===== src/rtl/rr_req_arbiter_pkg.sv =====
`default_nettype none
// ============================================================================
// Module   : rr_req_arbiter_pkg
// Brief    : Shared widths, FSM state type and payload layout for the
//            round-robin request arbiter.
// Revision : 1.0 - initial release
// ============================================================================
package rr_req_arbiter_pkg;

    localparam int DEF_ID_WIDTH   = 3;
    localparam int DEF_ADDR_WIDTH = 32;
    localparam int DEF_DATA_WIDTH = 32;
    localparam int TOTAL_WIDTH    = DEF_ID_WIDTH + DEF_ADDR_WIDTH + DEF_DATA_WIDTH;

    // IDLE arbitrates, GRANT forwards the granted source
    typedef enum logic [0:0] {
        ST_IDLE  = 1'b0,
        ST_GRANT = 1'b1
    } arb_state_t;

    // Payload as seen by the downstream FIFO, MSB to LSB
    typedef struct packed {
        logic [DEF_ID_WIDTH-1:0]   id;
        logic [DEF_ADDR_WIDTH-1:0] addr;
        logic [DEF_DATA_WIDTH-1:0] data;
    } payload_t;

endpackage
`default_nettype wire


===== src/rtl/rr_req_arbiter_pick.sv =====
`default_nettype none
// ============================================================================
// Module   : rr_pick
// Brief    : Combinational round-robin search: first valid index starting at
//            ptr and wrapping modulo NUM_SRC.
// Revision : 1.0 - initial release
// ============================================================================
module rr_pick #(
    parameter int NUM_SRC = 4,
    parameter int IDX_W   = 2
) (
    input  logic [NUM_SRC-1:0] valid,
    input  logic [IDX_W-1:0]   ptr,
    output logic [IDX_W-1:0]   winner,
    output logic               any_valid
);

    // Scan in reverse priority order so the highest-priority hit is written last
    always_comb begin
        int idx;
        idx       = 0;
        winner    = '0;
        any_valid = |valid;
        for (int i = NUM_SRC - 1; i >= 0; i--) begin
            idx = int'(ptr) + i;
            if (idx >= NUM_SRC) begin
                idx = idx - NUM_SRC;
            end
            if (valid[IDX_W'(idx)]) begin
                winner = IDX_W'(idx);
            end
        end
    end

endmodule
`default_nettype wire


===== src/rtl/rr_req_arbiter.sv =====
`default_nettype none
// ============================================================================
// Module   : rr_req_arbiter
// Brief    : Merges NUM_SRC valid/ready sources into one {id, addr, data}
//            stream with round-robin grants held for bursts of up to
//            MAX_BURST beats.
// Revision : 1.0 - initial release
// ============================================================================
module rr_req_arbiter
    import rr_req_arbiter_pkg::*;
#(
    parameter int NUM_SRC    = 4,
    parameter int ID_WIDTH   = DEF_ID_WIDTH,
    parameter int ADDR_WIDTH = DEF_ADDR_WIDTH,
    parameter int DATA_WIDTH = DEF_DATA_WIDTH,
    parameter int MAX_BURST  = 4
) (
    input  logic                                  clk,
    input  logic                                  rstn,
    input  logic [NUM_SRC-1:0]                    src_valid,
    output logic [NUM_SRC-1:0]                    src_ready,
    input  logic [NUM_SRC*ADDR_WIDTH-1:0]         src_addr,
    input  logic [NUM_SRC*DATA_WIDTH-1:0]         src_data,
    output logic [ID_WIDTH+ADDR_WIDTH+DATA_WIDTH-1:0] out_payload,
    output logic                                  out_valid,
    input  logic                                  out_ready,
    output logic [ID_WIDTH-1:0]                   grant_id
);

    localparam int IDX_W = $clog2(NUM_SRC);
    localparam int CNT_W = (MAX_BURST > 1) ? $clog2(MAX_BURST) : 1;

    arb_state_t         r_st, w_st_nxt;
    logic [IDX_W-1:0]   r_cur, w_cur_nxt;
    logic [IDX_W-1:0]   r_ptr, w_ptr_nxt;
    logic [CNT_W-1:0]   r_beat_cnt, w_cnt_nxt;

    logic [IDX_W-1:0]   w_winner;
    logic               w_any_valid;
    logic [NUM_SRC-1:0] w_cur_onehot;
    logic               w_cur_valid;
    logic               w_others_valid;
    logic               w_handshake;
    logic               w_last_beat;
    logic               w_release;
    logic               w_active;

    logic [ADDR_WIDTH-1:0] w_addr_arr [NUM_SRC];
    logic [DATA_WIDTH-1:0] w_data_arr [NUM_SRC];

    // Unpack the flat source buses so the payload mux can index by r_cur
    for (genvar g = 0; g < NUM_SRC; g++) begin : g_unpack
        assign w_addr_arr[g] = src_addr[g*ADDR_WIDTH +: ADDR_WIDTH];
        assign w_data_arr[g] = src_data[g*DATA_WIDTH +: DATA_WIDTH];
    end

    rr_pick #(
        .NUM_SRC (NUM_SRC),
        .IDX_W   (IDX_W)
    ) u_pick (
        .valid     (src_valid),
        .ptr       (r_ptr),
        .winner    (w_winner),
        .any_valid (w_any_valid)
    );

    // Grant qualifiers: handshake, last burst beat and release conditions
    always_comb begin
        w_cur_onehot   = {{(NUM_SRC-1){1'b0}}, 1'b1} << r_cur;
        w_cur_valid    = src_valid[r_cur];
        w_others_valid = |(src_valid & ~w_cur_onehot);
        w_handshake    = (r_st == ST_GRANT) && w_cur_valid && out_ready;
        w_last_beat    = (r_beat_cnt == CNT_W'(MAX_BURST - 1));
        w_release      = (r_st == ST_GRANT) &&
                         ((w_handshake && w_last_beat) || (!w_cur_valid && w_others_valid));
    end

    // Next-state: arbitrate in IDLE, count beats and release in GRANT
    always_comb begin
        w_st_nxt  = r_st;
        w_cur_nxt = r_cur;
        w_ptr_nxt = r_ptr;
        w_cnt_nxt = r_beat_cnt;
        case (r_st)
            ST_IDLE: begin
                if (w_any_valid) begin
                    w_st_nxt  = ST_GRANT;
                    w_cur_nxt = w_winner;
                    w_cnt_nxt = '0;
                end
            end
            ST_GRANT: begin
                if (w_release) begin
                    w_st_nxt  = ST_IDLE;
                    w_ptr_nxt = (r_cur == IDX_W'(NUM_SRC - 1)) ? '0 : r_cur + IDX_W'(1);
                    w_cnt_nxt = '0;
                end else if (w_handshake) begin
                    w_cnt_nxt = r_beat_cnt + CNT_W'(1);
                end
            end
            default: begin
                w_st_nxt = ST_IDLE;
            end
        endcase
    end

    // State register with synchronous active-low reset
    always_ff @(posedge clk) begin
        if (!rstn) begin
            r_st       <= ST_IDLE;
            r_cur      <= '0;
            r_ptr      <= '0;
            r_beat_cnt <= '0;
        end else begin
            r_st       <= w_st_nxt;
            r_cur      <= w_cur_nxt;
            r_ptr      <= w_ptr_nxt;
            r_beat_cnt <= w_cnt_nxt;
        end
    end

    // Datapath mux, gated off in IDLE and while reset is asserted
    always_comb begin
        w_active    = rstn && (r_st == ST_GRANT);
        out_valid   = w_active && w_cur_valid;
        src_ready   = (w_active && out_ready) ? w_cur_onehot : '0;
        out_payload = w_active ? {ID_WIDTH'(r_cur), w_addr_arr[r_cur], w_data_arr[r_cur]} : '0;
        grant_id    = (r_st == ST_GRANT) ? ID_WIDTH'(r_cur) : '0;
    end

endmodule
`default_nettype wire


===== config.mk =====
export PLATFORM = sky130hd
export DESIGN_NAME = rr_req_arbiter
export DESIGN_NICKNAME = d
export VERILOG_FILES = /design/src/rtl/rr_req_arbiter_pkg.sv /design/src/rtl/rr_req_arbiter_pick.sv /design/src/rtl/rr_req_arbiter.sv
export SDC_FILE = /design/constraint.sdc
export NUM_CORES = 1
export LEC_CHECK = 0
export CAP_MARGIN = 20
export CORE_AREA = 5 5 128 130
export CTS_CLUSTER_SIZE = 24
export DETAILED_ROUTE_END_ITERATION = 16
export DIE_AREA = 0 0 133 135
export SYNTH_ARGS = -nofsm -noshare
export SYNTH_HDL_FRONTEND = slang
export SYNTH_SLANG_ARGS = --single-unit

===== constraint.sdc =====
create_clock -name clk -period 2.9 [get_ports clk]
set_input_delay 0.58 -clock clk [delete_from_list [all_inputs] [get_ports clk]]
set_output_delay 0.58 -clock clk [all_outputs]
set_load 0.05 [all_outputs]

Word-level counts from Yosys, hierarchy flattened
Index checks and enable logic that the tools add are counted.

Flip-flop bits (word level): 7. Input port bits: 263. Output and inout bits: 75. Logic and storage cells: 86.

Add/subtract/negate cells: 9. Magnitude comparators: 10. Equal/unequal tests: 4. Shifts and indexed selects: 1. Muxes and demuxes: 39. Bitwise gates (word level): 4. Reductions and logical operators: 15.

Operators by type and width (number): $bmux W32 S2 (2); $mux W32 (4); $mux W66 (1); $mux W2 (13); $lt A2 B4 Y1 const B (4); $ge A3 B3 Y1 const B (4); $mux W1 (11); $bmux W1 S2 (5); $logic_and A1 B1 Y1 (8); $reduce_or A4 Y1 (2); $sub A2 B1 Y2 const B (4); $add A2 B2 Y3 const B (2); $reduce_and A2 Y1 (3); $add A2 B1 Y2 const B (2); $and A4 B4 Y4 (1); $eq A2 B2 Y1 const B (2); $mux W4 (1); $not A4 Y4 (1); $pmux W2 S2 (1); $shl A1 B2 Y4 const A (1); $add A2 B1 Y3 const B (1); $ge A2 B3 Y1 const B (1); $lt A2 B3 Y1 const B (1); $ne A3 B1 Y1 const B (1); other kinds (6) (6).

Longest topological paths before layout
Gate-level depths: netlist of run 1.

Word-level depth: 10. Mapped depth: 9.

Hierarchy
A second synthesis of run 1 with hierarchy kept.

Cells, all modules: 226. Area, all modules: 2555.0 µm².

By module, submodules not included: rr_req_arbiter (times used 1, cells each 213, area each 2477.4 µm², sequential area each 140.1 µm²); rr_pick (times used 1, cells each 13, area each 77.6 µm², sequential area each 0.0 µm²).

Worst setup path after synthesis of run 1
Ideal clock, no wire load.

Path kind: flip-flop to output port. From: register r_cur[0]. To: output out_payload[24]. Arrival time: 1.818 ns. Required time: 2.320 ns. Path slack: 0.502 ns. Stages on the path, launching flop included: 6. Buffers on the path: 3. Cell sequence: dfxtp_1 > buf_6 > buf_4 > buf_2 > mux4_2 > and2_1.

Word-level cells in the longest chain between the ends: 5.

Ends and longest elaborated chain: start: declaration (RTL line rr_req_arbiter.sv:34) `logic [IDX_W-1:0] r_cur, w_cur_nxt;`; start signal: assignment (RTL line rr_req_arbiter.sv:116) `r_cur <= w_cur_nxt;`; $not A2 Y3 (implied by the code) (RTL line rr_req_arbiter.sv:127) `out_payload = w_active ? {ID_WIDTH'(r_cur), w_addr_arr[r_cur], w_data_arr[r_cur]} : '0;`; $bmux W32 S2 (RTL line rr_req_arbiter.sv:127); $mux W32 (implied by the code) (2 in a row) (RTL line rr_req_arbiter.sv:127); $mux W66 (RTL line rr_req_arbiter.sv:127); end: declaration (RTL line rr_req_arbiter.sv:24) `output logic [ID_WIDTH+ADDR_WIDTH+DATA_WIDTH-1:0] out_payload,`.

Every way passes these cells. The select of a mux whose other input is x is not followed.

Final worst setup path of run 1
From: input src_valid[0]. To: output out_valid.

Word-level cells in the longest chain between the ends: 3.

Ends and longest elaborated chain: start: declaration (RTL line rr_req_arbiter.sv:20) `input logic [NUM_SRC-1:0] src_valid,`; $bmux W1 S2 (RTL line rr_req_arbiter.sv:70) `w_cur_valid = src_valid[r_cur];`; $mux W1 (implied by the code) (RTL line rr_req_arbiter.sv:70); $logic_and A1 B1 Y1 (RTL line rr_req_arbiter.sv:125) `out_valid = w_active && w_cur_valid;`; end: declaration (RTL line rr_req_arbiter.sv:25) `output logic out_valid,`.

Every way passes these cells. The select of a mux whose other input is x is not followed.

==> results of run 1 <==
## worst max path at each step
stage / from / to / slack, ns
floorplan: r_cur[0] / out_payload[24] / 0.50
global placement: rstn / out_payload[39] / 0.31
detailed placement: rstn / out_payload[39] / 0.30
CTS: r_cur[0] / out_payload[41] / 0.25
global route: r_cur[0] / out_payload[41] / 0.18
finish: src_valid[0] / out_valid / 0.30
## sequential cells by signal (all words and copies together), names as in the netlist
signal / flops
r_ptr: 2
r_st: 1
r_beat_cnt: 2
r_cur: 2
## cell families after synthesis
group | after synthesis
AOI/OAI and AO/OA | 10
and+or+nand+nor | 100
adders and majority gates | 5
buffers and inverters | 32
DFF | 7
muxes | 70
other | 1
## report_power, final
part           total (uW)  internal [uW]  switching (uW)
registers             123            103            20.5
logic                1190            740             452
clock network         240            183            56.3
## metal layers
metal  track usage  up-vias  part of all wire
li1              -     1518                 -
met1         0.181     1604              0.37
met2         0.297      192              0.54
met3        0.0387       15             0.081
met4        0.0196        0             0.012
met5             0        -                 0
## worst reg2reg max path, delay by kind of cell (launching register included)
kind               cells  cell delay, ns
muxes                  2            0.97
AOI/OAI and AO/OA      1            0.24
DFF                    1            0.57
## cell type report
cell class,count,area (um2),area share
Sequential cell,7,148,0.0213
Clock buffer,4,78.8,0.0114
Multi-Input combinational cell,187,2260,0.327
Inverter,4,15.0,0.00217
Tap cell,188,235,0.0340
Timing Repair Buffer,344,4180,0.604
## cell usage in the layout (no fill, tap or decap), types with 5 or more instances in the layout
cell type and count:
and2_1 68, ha_1 5, and3_1 10, buf_4 6
clkdlybuf4s50_1 263, nand2_1 6, mux4_2 65, dfxtp_1 5
buf_12 75
## stage by stage
stage	area (um2)	utilization	setup slack (ns)	total power, uW	hold WS, ns
2_1_floorplan	2550	-	0.502	641	0.452
3_3_place_gp	6840	0.455	0.307	1320	0.473
3_5_place_dp	6840	0.455	0.296	1330	0.485
4_1_cts	6920	0.460	0.245	1570	0.490
5_1_grt	6920	0.460	0.176	1630	0.505
6_report	6920	0.460	0.300	1550	0.492
==> summary.txt, run 1 <==
Outcome
  – Status: complete, no violations

Routing
  – DRC: 0
  – Final ANT Viol Nets: 0
  – Final WL: 15200 um
  – Vias: 3329
  – Routed wire length per instance: 20.7 um
  – Via-to-Cell Ratio: 4.54
  – DR iter-0 viols: 164
  – First-pass iteration count of the detailed router: 4

Timing
  – Max_slew headroom: 0.605
  – Worst Clk Skew: 0.00256 ns
  – Setup TNS: 0 ns
  – Fmax: 0.385 GHz
  – Final worst-path cycle share: 0.897
  – Final Slew Violations: 0
  – Final Hold Vio Count: 0
  – RSZ-0062 raised after global routing: false
  – Worst-margin pin slew: 0.587 ns
  – Final setup fails: 0
  – Period minus WS final: 2.60 ns

Hold path
  – HP Start: r_ptr[0]
  – WHS Endpoint: r_ptr[0]
  – Worst hold stages: 2
  – Worst hold path type: flop to flop

Critical path
  – Worst reg2reg startpoint: r_cur[0]
  – Max incr delay on CP: 0.55 ns
  – Chain of cells forming the critical path: clkdlybuf4s50_1 > mux4_2 > and2_1 > buf_12
  – Critical path class: input pin to output pin
  – Buf+Inv Stages, Crit Path: 2
  – Req. time, crit path: 2.32 ns
  – R2R cell count: 3
  – CP Depth: 4
  – Slowest CP cell: mux4_2
  – Top Family by Delay on Critical Path: buffers and inverters
  – Setup crit start kind: input pin
  – Worst R2R End: r_beat_cnt[1]
  – CP Data Arrival Time: 2.02 ns
  – Worst setup EP type: output pin
  – Critical Path Fanout Max: 7
  – R2R setup slack: 1.01 ns

Clocking
  – CTS tree: yes
  – Postcts setup bufs: 0
  – Worst skew pair latency: 0.23 ns
  – Clock sinks: 7
  – CTS max path bufs: 2
  – Num CTS Buffers: 3
  – Worst-path clk slew: 0.04 ns
  – CTS Hold Bufs: 0
  – Post-CTS Resized: 0
  – H-tree Lvls: 1
  – Root Driver: clkbuf_16

Logic synthesis
  – Synth warnings: 0
  – Simple-gate share of the synthesized area: 0.236
  – Largest family of logic cells by synthesized area: multiplexers
  – Mux share of post-synthesis cell area: 0.597
  – Cell area after synthesis: 0.00255 mm2
  – Post-synthesis xor/xnor area fraction: 0
  – Largest cells by area after synthesis: mux4_2 57%, and2_1 17%, dfxtp_1 5.5%
  – Flops & latches, synth: 7
  – Sequential fraction of the synthesis area: 0.0550
  – Largest area contributor in the netlist: mux4_2
  – Count leader, synth: and2_1
  – Avg Inst Size Synth: 11.3 um2
  – Post-synthesis adder-cell area fraction: 0.0246
  – Post-Synthesis Cells: 225
  – Post-synth ARST share: 0
  – Commonest cells in the synthesized netlist: 69 x and2_1, 65 x mux4_2, 16 x clkbuf_1, 10 x and3_1, 7 x dfxtp_1
  – Post-synth EDFFs: 0
  – Compound-Gate Fraction of Synth Area: 0.0275
  – Distinct cells, synth: 30
  – Share of the synthesized area in the top cell type: 0.575
  – Top_reg_cell synth: dfxtp_1

Pwr
  – Pleak: 0.00253 uW
  – Worst VDD drop: 0.000174 V
  – PD cells: 225 mW/mm2

Global routing
  – Gr usage total: 0.156
  – GR Overflow Total: 0
  – Initial antenna violation count: 0
  – First-pass GRT wire length: 22200 um
  – Vias in the first global route: 3684
  – Maximum number of pins on one net before global-route repair: 41

Floorplan
  – Io pins: 338
  – FP Rows: 45
  – Die Footprint: 0.0180 mm2
  – Die H: 135 um
  – Core Area: 0.0150 mm2
  – Initial core utilization: 0.169
  – Die Wd: 133 um

Place
  – I/O Buffers: 335
  – DPL Wire Length: 13400 um
  – Final GP Congestion: 0.906
  – Post-Place Cells: 730

Finish
  – Nets: 815
  – Diode count: 0
  – Non-filler cells, final: 734
  – Fillers: 1370
  – Layout cells sized above 1: 0.282
  – Area delta synth->final: 172%

Run
  – Max-Cap Viols: 0
Note: power is estimated with default switching activity, not from simulation.
==> run 2: changes to the inputs <==
CELL_PAD_IN_SITES_DETAIL_PLACEMENT = 2   (was not set)
CELL_PAD_IN_SITES_GLOBAL_PLACEMENT = 2   (was not set)
CORE_AREA = not set   (was 5 5 128 130)
CORE_ASPECT_RATIO = 0.75   (was not set)
CORE_MARGIN = 5   (was not set)
CORE_UTILIZATION = 12   (was not set)
DIE_AREA = not set   (was 0 0 133 135)
PLACE_DENSITY_LB_ADDON = 0.1   (was not set)
SETUP_SLACK_MARGIN = 0.02   (was not set)
==> summary.txt, run 2 (synthesized netlist as in run 1, its figures left out) <==
Timing
  – Final setup fails: 0
  – Max_slew headroom: 0.534
  – Period minus WS final: 2.62 ns
  – Hold_ws: 0.498 ns
  – RSZ-0062 raised after global routing: false
  – Setup TNS: 0 ns
  – Final worst-path cycle share: 0.905
  – Final Slew Violations: 0
  – Fmax: 0.381 GHz
  – Final Worst Setup Slack: 0.277 ns
  – Worst-margin pin slew: 0.692 ns
  – Worst Clk Skew: 0.00152 ns
  – Final Hold Vio Count: 0

Clocking
  – Worst skew pair latency: 0.23 ns
  – CTS tree: yes
  – Postcts setup bufs: 0
  – CTS Hold Bufs: 0
  – Root Driver: clkbuf_16
  – Clock sinks: 7
  – Post-CTS Resized: 0
  – H-tree Lvls: 1
  – CTS max path bufs: 2
  – Num CTS Buffers: 3
  – Worst-path clk slew: 0.03 ns

Critical path
  – Critical Path Fanout Max: 7
  – Critical path class: input pin to output pin
  – Slowest CP cell: mux4_2
  – Buf+Inv Stages, Crit Path: 2
  – Top Family by Delay on Critical Path: buffers and inverters
  – R2R cell count: 6
  – CP Data Arrival Time: 2.04 ns
  – Setup crit start kind: input pin
  – Worst R2R End: r_ptr[0]
  – Chain of cells forming the critical path: clkdlybuf4s50_1 > mux4_2 > and2_1 > buf_12
  – Max incr delay on CP: 0.56 ns
  – R2R setup slack: 0.78 ns
  – Crit. Startpoint: src_valid[0]
  – Worst setup EP type: output pin
  – Worst reg2reg startpoint: r_cur[0]
  – Req. time, crit path: 2.32 ns

Floorplan
  – Io pins: 338
  – FP Rows: 46
  – Die H: 136 um
  – Die Footprint: 0.0243 mm2
  – Core Area: 0.0210 mm2
  – Initial core utilization: 0.121
  – Die Wd: 178 um

Global routing
  – Initial antenna violation count: 6
  – First-pass GRT wire length: 26800 um
  – Maximum number of pins on one net before global-route repair: 38
  – GR Overflow Total: 0
  – Vias in the first global route: 3776
  – Gr usage total: 0.149

Routing
  – Routed wire length per instance: 23.1 um
  – Final ANT Viol Nets: 0
  – Vias: 3330
  – Via-to-Cell Ratio: 3.99
  – Final WL: 19300 um
  – DRC: 0
  – DR iter-0 viols: 59
  – First-pass iteration count of the detailed router: 4

Pwr
  – Pleak: 0.00253 uW
  – Worst VDD drop: 0.000234 V
  – Total power: 1560 uW
  – PD cells: 221 mW/mm2

Hold path
  – Worst hold path type: flop to flop
  – HP Start: r_ptr[0]
  – Worst hold stages: 2
  – WHS Endpoint: r_ptr[0]

Finish
  – Area delta synth->final: 177%
  – Final Util: 0.336
  – Nets: 814
  – Fillers: 2203
  – Layout cells sized above 1: 0.283
  – Commonest non-fill, non-tap cells in the layout: 262 x clkdlybuf4s50_1, 77 x buf_12, 68 x and2_1
  – Commonest non-fill, non-tap cell in the layout: clkdlybuf4s50_1
  – Biggest regs: r_beat_cnt x2, r_cur x2, r_ptr x2

Run
  – Max-Cap Viols: 0

Outcome
  – Status: complete, no violations

Place
  – Post-Place Setup Slack: 0.286 ns
  – I/O Buffers: 335
  – DPL Wire Length: 17000 um
  – Final GP Congestion: 0.751
## run 2: worst min-delay path, delay by kind of cell (launching register included)
family,cells,cell delay [ns]
simple gates,1,0.06
mux,1,0.06
flops,1,0.32
## run 2: stage by stage
step,instances,instance area (um2)
after detailed placement,829,6980
final,835,7060
after global placement,829,6980
after global routing,835,7060
after floorplan,226,2550
after CTS,833,7060
## run 2: metal layers
layer / routed length [um] / track usage / up-vias
met5: 55 / 0 / -
met3: 1570 / 0.0434 / 18
met2: 10300 / 0.281 / 130
li1: - / - / 1518
met1: 7160 / 0.172 / 1656
met4: 169 / 0.0158 / 8
## run 2: worst max-delay path by stage
stage	to	slack, ns	cells after the start
after global placement	out_valid	0.30	4
after CTS	out_payload[10]	0.27	4
after detailed placement	out_valid	0.29	4
after floorplan	out_payload[24]	0.50	5
final	out_valid	0.28	4
after global routing	out_payload[10]	0.20	4
## run 2: power by group
group	internal (uW)	switching, uW	total [uW]
Combinational	741	448	1190
Sequential	103	32.1	135
Clock	183	51.3	234
Total	1030	531	1560
## run 2: area by class of cell
class / count / area, um2 / share of cell area
timing repair buffer: 343 / 4190 / 0.594
multi-input combinational: 187 / 2260 / 0.320
tap: 288 / 360 / 0.0510
sequential: 7 / 148 / 0.0209
clock buffer: 4 / 78.8 / 0.0112
inverter: 4 / 15.0 / 0.00213
antenna: 2 / 5.00 / 0.000709
==> RTL change 1, RTL diff (config.mk and constraints of run 1) <==
Change the parameter `MAX_BURST` from 4 to 8.
--- a/src/rtl/rr_req_arbiter.sv
+++ b/src/rtl/rr_req_arbiter.sv
@@ -15,3 +15,3 @@
     parameter int DATA_WIDTH = DEF_DATA_WIDTH,
-    parameter int MAX_BURST  = 4
+    parameter int MAX_BURST  = 8
 ) (
Function: changed (a bounded check fails within 10 cycles, from zero or initial values and one cycle with rstn low).
==> RTL change 1 against run 1 <==
Synthesized area grew 1.9%; critical endpoint unchanged; routed wire length grew 7.1%; fmax about the same; sequential cell count grew 1; cell area grew 0.49%; worst setup slack improved by 0.0020 ns; highest routed layer unchanged; power hardly changed; critical path depth unchanged.
==> RTL change 1: results <==
group,metric,value,unit
status,outcome,"complete, no violations",
hold_path,hp-start,"r_beat_cnt[1]",
drt,drtIter0Drc,107,
worst_setup_path,path_depth_of_the_worst_reg2reg_path,7,
placement,dpl-instance-area,6870,sq um
cells_and_area,buffers,342,
global_routing,met3_capacity_usage_during_global_routing,3.43,%
cells_and_area,seq_area_share,2.38,%
power_and_ir_drop,power.combinational.fraction,76.2,%
global_routing,total_routing_usage_reported_by_global_routing,16.7,%
placement,placed_cells_incl_taps,733,
global_routing,grt_pass1_vias,3584,
timing,worst_clock_skew,0.00409,ns
cells_and_area,comb.multi_input.count,191,
cells_and_area,biggestRegsByFlops,"r_beat_cnt (3), r_cur (2), r_ptr (2)",
timing,tightestPinTransition,0.558,ns
worst_setup_path,timing.critical_path.from,"src_valid[3]",
cells_and_area,finish.cell_count_without_fillers,737,
placement,finalWeightedCongestion,0.968,
placement,dp.final_hpwl,14200,um
global_routing,global_route.usage.met1,19.2,%
timing,period_needed,2.60,ns
cells_and_area,filler_cell_count,1345,
clock_network,clock_tree.root_cell,"clkbuf_16",
power_and_ir_drop,internal_power,0.00103,W
drt,met1_length,5870,um
global_routing,met2_usage,32.6,%
power_and_ir_drop,largest_voltage_drop_on_the_vdd_net,0.000165,V
cells_and_area,clk_cell_area_share,1.13,%
yosys,syn-mean-instance-area,11.3,sq um
global_routing,grt_first_pass_wirelength,23300,um
hold_path,hold-path-endpoint,"r_beat_cnt[1]",
worst_setup_path,crit_path_max_fanout,6,
drt,wl_per_cell,22.1,um
cells_and_area,final_nets,819,
worst_setup_path,r2r-end,"r_ptr[1]",
cells_and_area,bufAreaShareNonClock,59.9,%
yosys,synth_common_cells,"and2_1, mux4_2, clkbuf_1",
power_and_ir_drop,pwr.group.sequential,0.000129,W
clock_network,clock-sinks,8,
power_and_ir_drop,leakage_power_summed_over_all_cells,2.50,nW
drt,met2_length,9160,um
drt,routed-wl-met3,1150,um
cells_and_area,final_layout_size_suffix_gt1_share,27.9,%
timing,holdWs,0.476,ns
cells_and_area,multi_input_area_share,33.0,%
worst_setup_path,reg2reg_slack,0.99,ns
-- RTL change 1: metrics by stage --
| step | total power [W] | util, % | setup slack, ns |
|---|---|---|---|
| floorplan | 0.000652 | - | 0.491 |
| global placement | 0.00131 | 45.7 | 0.349 |
| detailed placement | 0.00132 | 45.7 | 0.322 |
| CTS | 0.00157 | 46.2 | 0.316 |
| global route | 0.00162 | 46.2 | 0.271 |
| finish | 0.00155 | 46.2 | 0.302 |
-- RTL change 1: kinds of logic after synthesis --
group / Yosys count / synth area share [%]
AND/OR/NAND/NOR: 100 / 22.9
buffers and inverters: 31 / 5.55
multiplexers: 68 / 57.6
flip-flops: 8 / 6.17
other: 1 / 0.145
AO/OA/AOI/OAI: 15 / 4.78
adder cells (fa/ha/maj): 6 / 2.89
-- RTL change 1: worst max-delay path, delay by kind of cell --
kind	cells	cell delay, ns
muxes	1	0.56
and+or+nand+nor	1	0.22
buffers and inverters	2	0.65
==> RTL change 2, RTL diff (settings of run 1) <==
Made on the original files. Reset style: asynchronous (`rstn`), changed in one clocked block. Comments in the files are not updated.
--- a/src/rtl/rr_req_arbiter.sv
+++ b/src/rtl/rr_req_arbiter.sv
@@ -107,3 +107,3 @@
     // State register with synchronous active-low reset
-    always_ff @(posedge clk) begin
+    always_ff @(posedge clk or negedge rstn) begin
         if (!rstn) begin
Behaviour: differs if rstn is asserted again (counterexample within 4 cycles, from zero or initial values and one cycle with rstn low); with rstn held inactive, the same outputs for 10 cycles.
==> RTL change 2 against run 1 <==
Routed wire length is 5.0% higher; final cell count fell by 1.1%; sequential cell count did not move; cell area increased by 0.18%; first-iteration DRC count shrank 35%; worst setup slack worse by 0.11 ns; synthesized area down 0.29%; highest routed layer unchanged.
Power is left out: it rests on default switching activity, and per cell area and clock period it moved more than threefold.
==> RTL change 2: results <==
group,metric,value,unit
status,outcome,"complete, no violations",
placement,dpl_worst_slack,0.287,ns
cells_and_area,comb.multi_input.count,179,
worst_setup_path,reg2reg_from,"r_cur[0]",
cells_and_area,buffers,345,
placement,dp.final_hpwl,14000,um
global_routing,total_routing_usage_reported_by_global_routing,16.5,%
yosys,synth_mux_area_share,59.8,%
timing,final.period_utilization,93.3,%
hold_path,hold-path-endpoint,"r_beat_cnt[1]",
cells_and_area,clk_cell_area_share,1.14,%
worst_setup_path,critPathTopFamily,"flip-flops",
cells_and_area,bufAreaShareNonClock,60.5,%
yosys,netlist_top_cells_area,"mux4_2, and2_1, dfrtp_1",
drt,drt-total-wl,16000,um
drt,drtIter0Drc,106,
global_routing,grt_first_pass_wirelength,23000,um
worst_setup_path,crit_path_max_fanout,17,
timing,worst_clock_skew,0.00346,ns
cells_and_area,multi_input_comb_area,2230,sq um
hold_path,timing.hold.worst_path_depth,1,
yosys,synth_compound_area_share,3.55,%
yosys,synth-adder-area-share,2.46,%
worst_setup_path,r2r-end,"r_ptr[1]",
placement,finalWeightedCongestion,0.928,
cells_and_area,nNonClkInverters,3,
hold_path,hp-start,"r_beat_cnt[1]",
yosys,yosys_most_used_dff,"dfrtp_1",
yosys,proportion_of_register_bits_with_asynchronous_set_or_reset_after_synthesis,100,%
global_routing,grt_max_degree,45,
yosys,synth_common_cells,"and2_1, mux4_2, clkbuf_1",
global_routing,grt_pass1_vias,3614,
worst_setup_path,reg2reg_slack,0.52,ns
cells_and_area,final_layout_size_suffix_gt1_share,29.4,%
cells_and_area,filler_cell_count,1337,
worst_setup_path,worst_setup_sp_type,"flip-flop",
worst_setup_path,path_depth_of_the_worst_reg2reg_path,5,
cells_and_area,seq_area_share,2.60,%
timing,timing.max_slew.rel_slack,62.8,%
worst_setup_path,highest_delay_cell_along_the_critical_path,"dfrtp_4",
cells_and_area,final_nets,807,
RTL change 2: cell types whose count changed after synthesis, sizes merged, moves of 3 or more:
cell / before / now
clkbuf: 16 / 9
dfrtp: 0 / 7
dfxtp: 7 / 0
nand2: 6 / 1
buf: 12 / 16
nand2b: 2 / 6
nor2b: 4 / 0
and3: 10 / 7
o21ai: 1 / 4
RTL change 2: per-stage QoR:
step | area, sq um | utilization (%) | cells | hold slack [ns]
5_1_grt | 6930 | 46.1 | 726 | 0.573
6_report | 6930 | 46.1 | 726 | 0.537
3_3_place_gp | 6850 | 45.6 | 722 | 0.508
4_1_cts | 6930 | 46.1 | 726 | 0.551
3_5_place_dp | 6850 | 45.6 | 722 | 0.534
2_1_floorplan | 2540 | - | 214 | 0.284
RTL change 2: layer usage:
layer	global-route usage, %	wire length, um
met1	19.4	5790
met3	2.76	1020
met4	2.83	214
met5	0	0
met2	31.6	8950
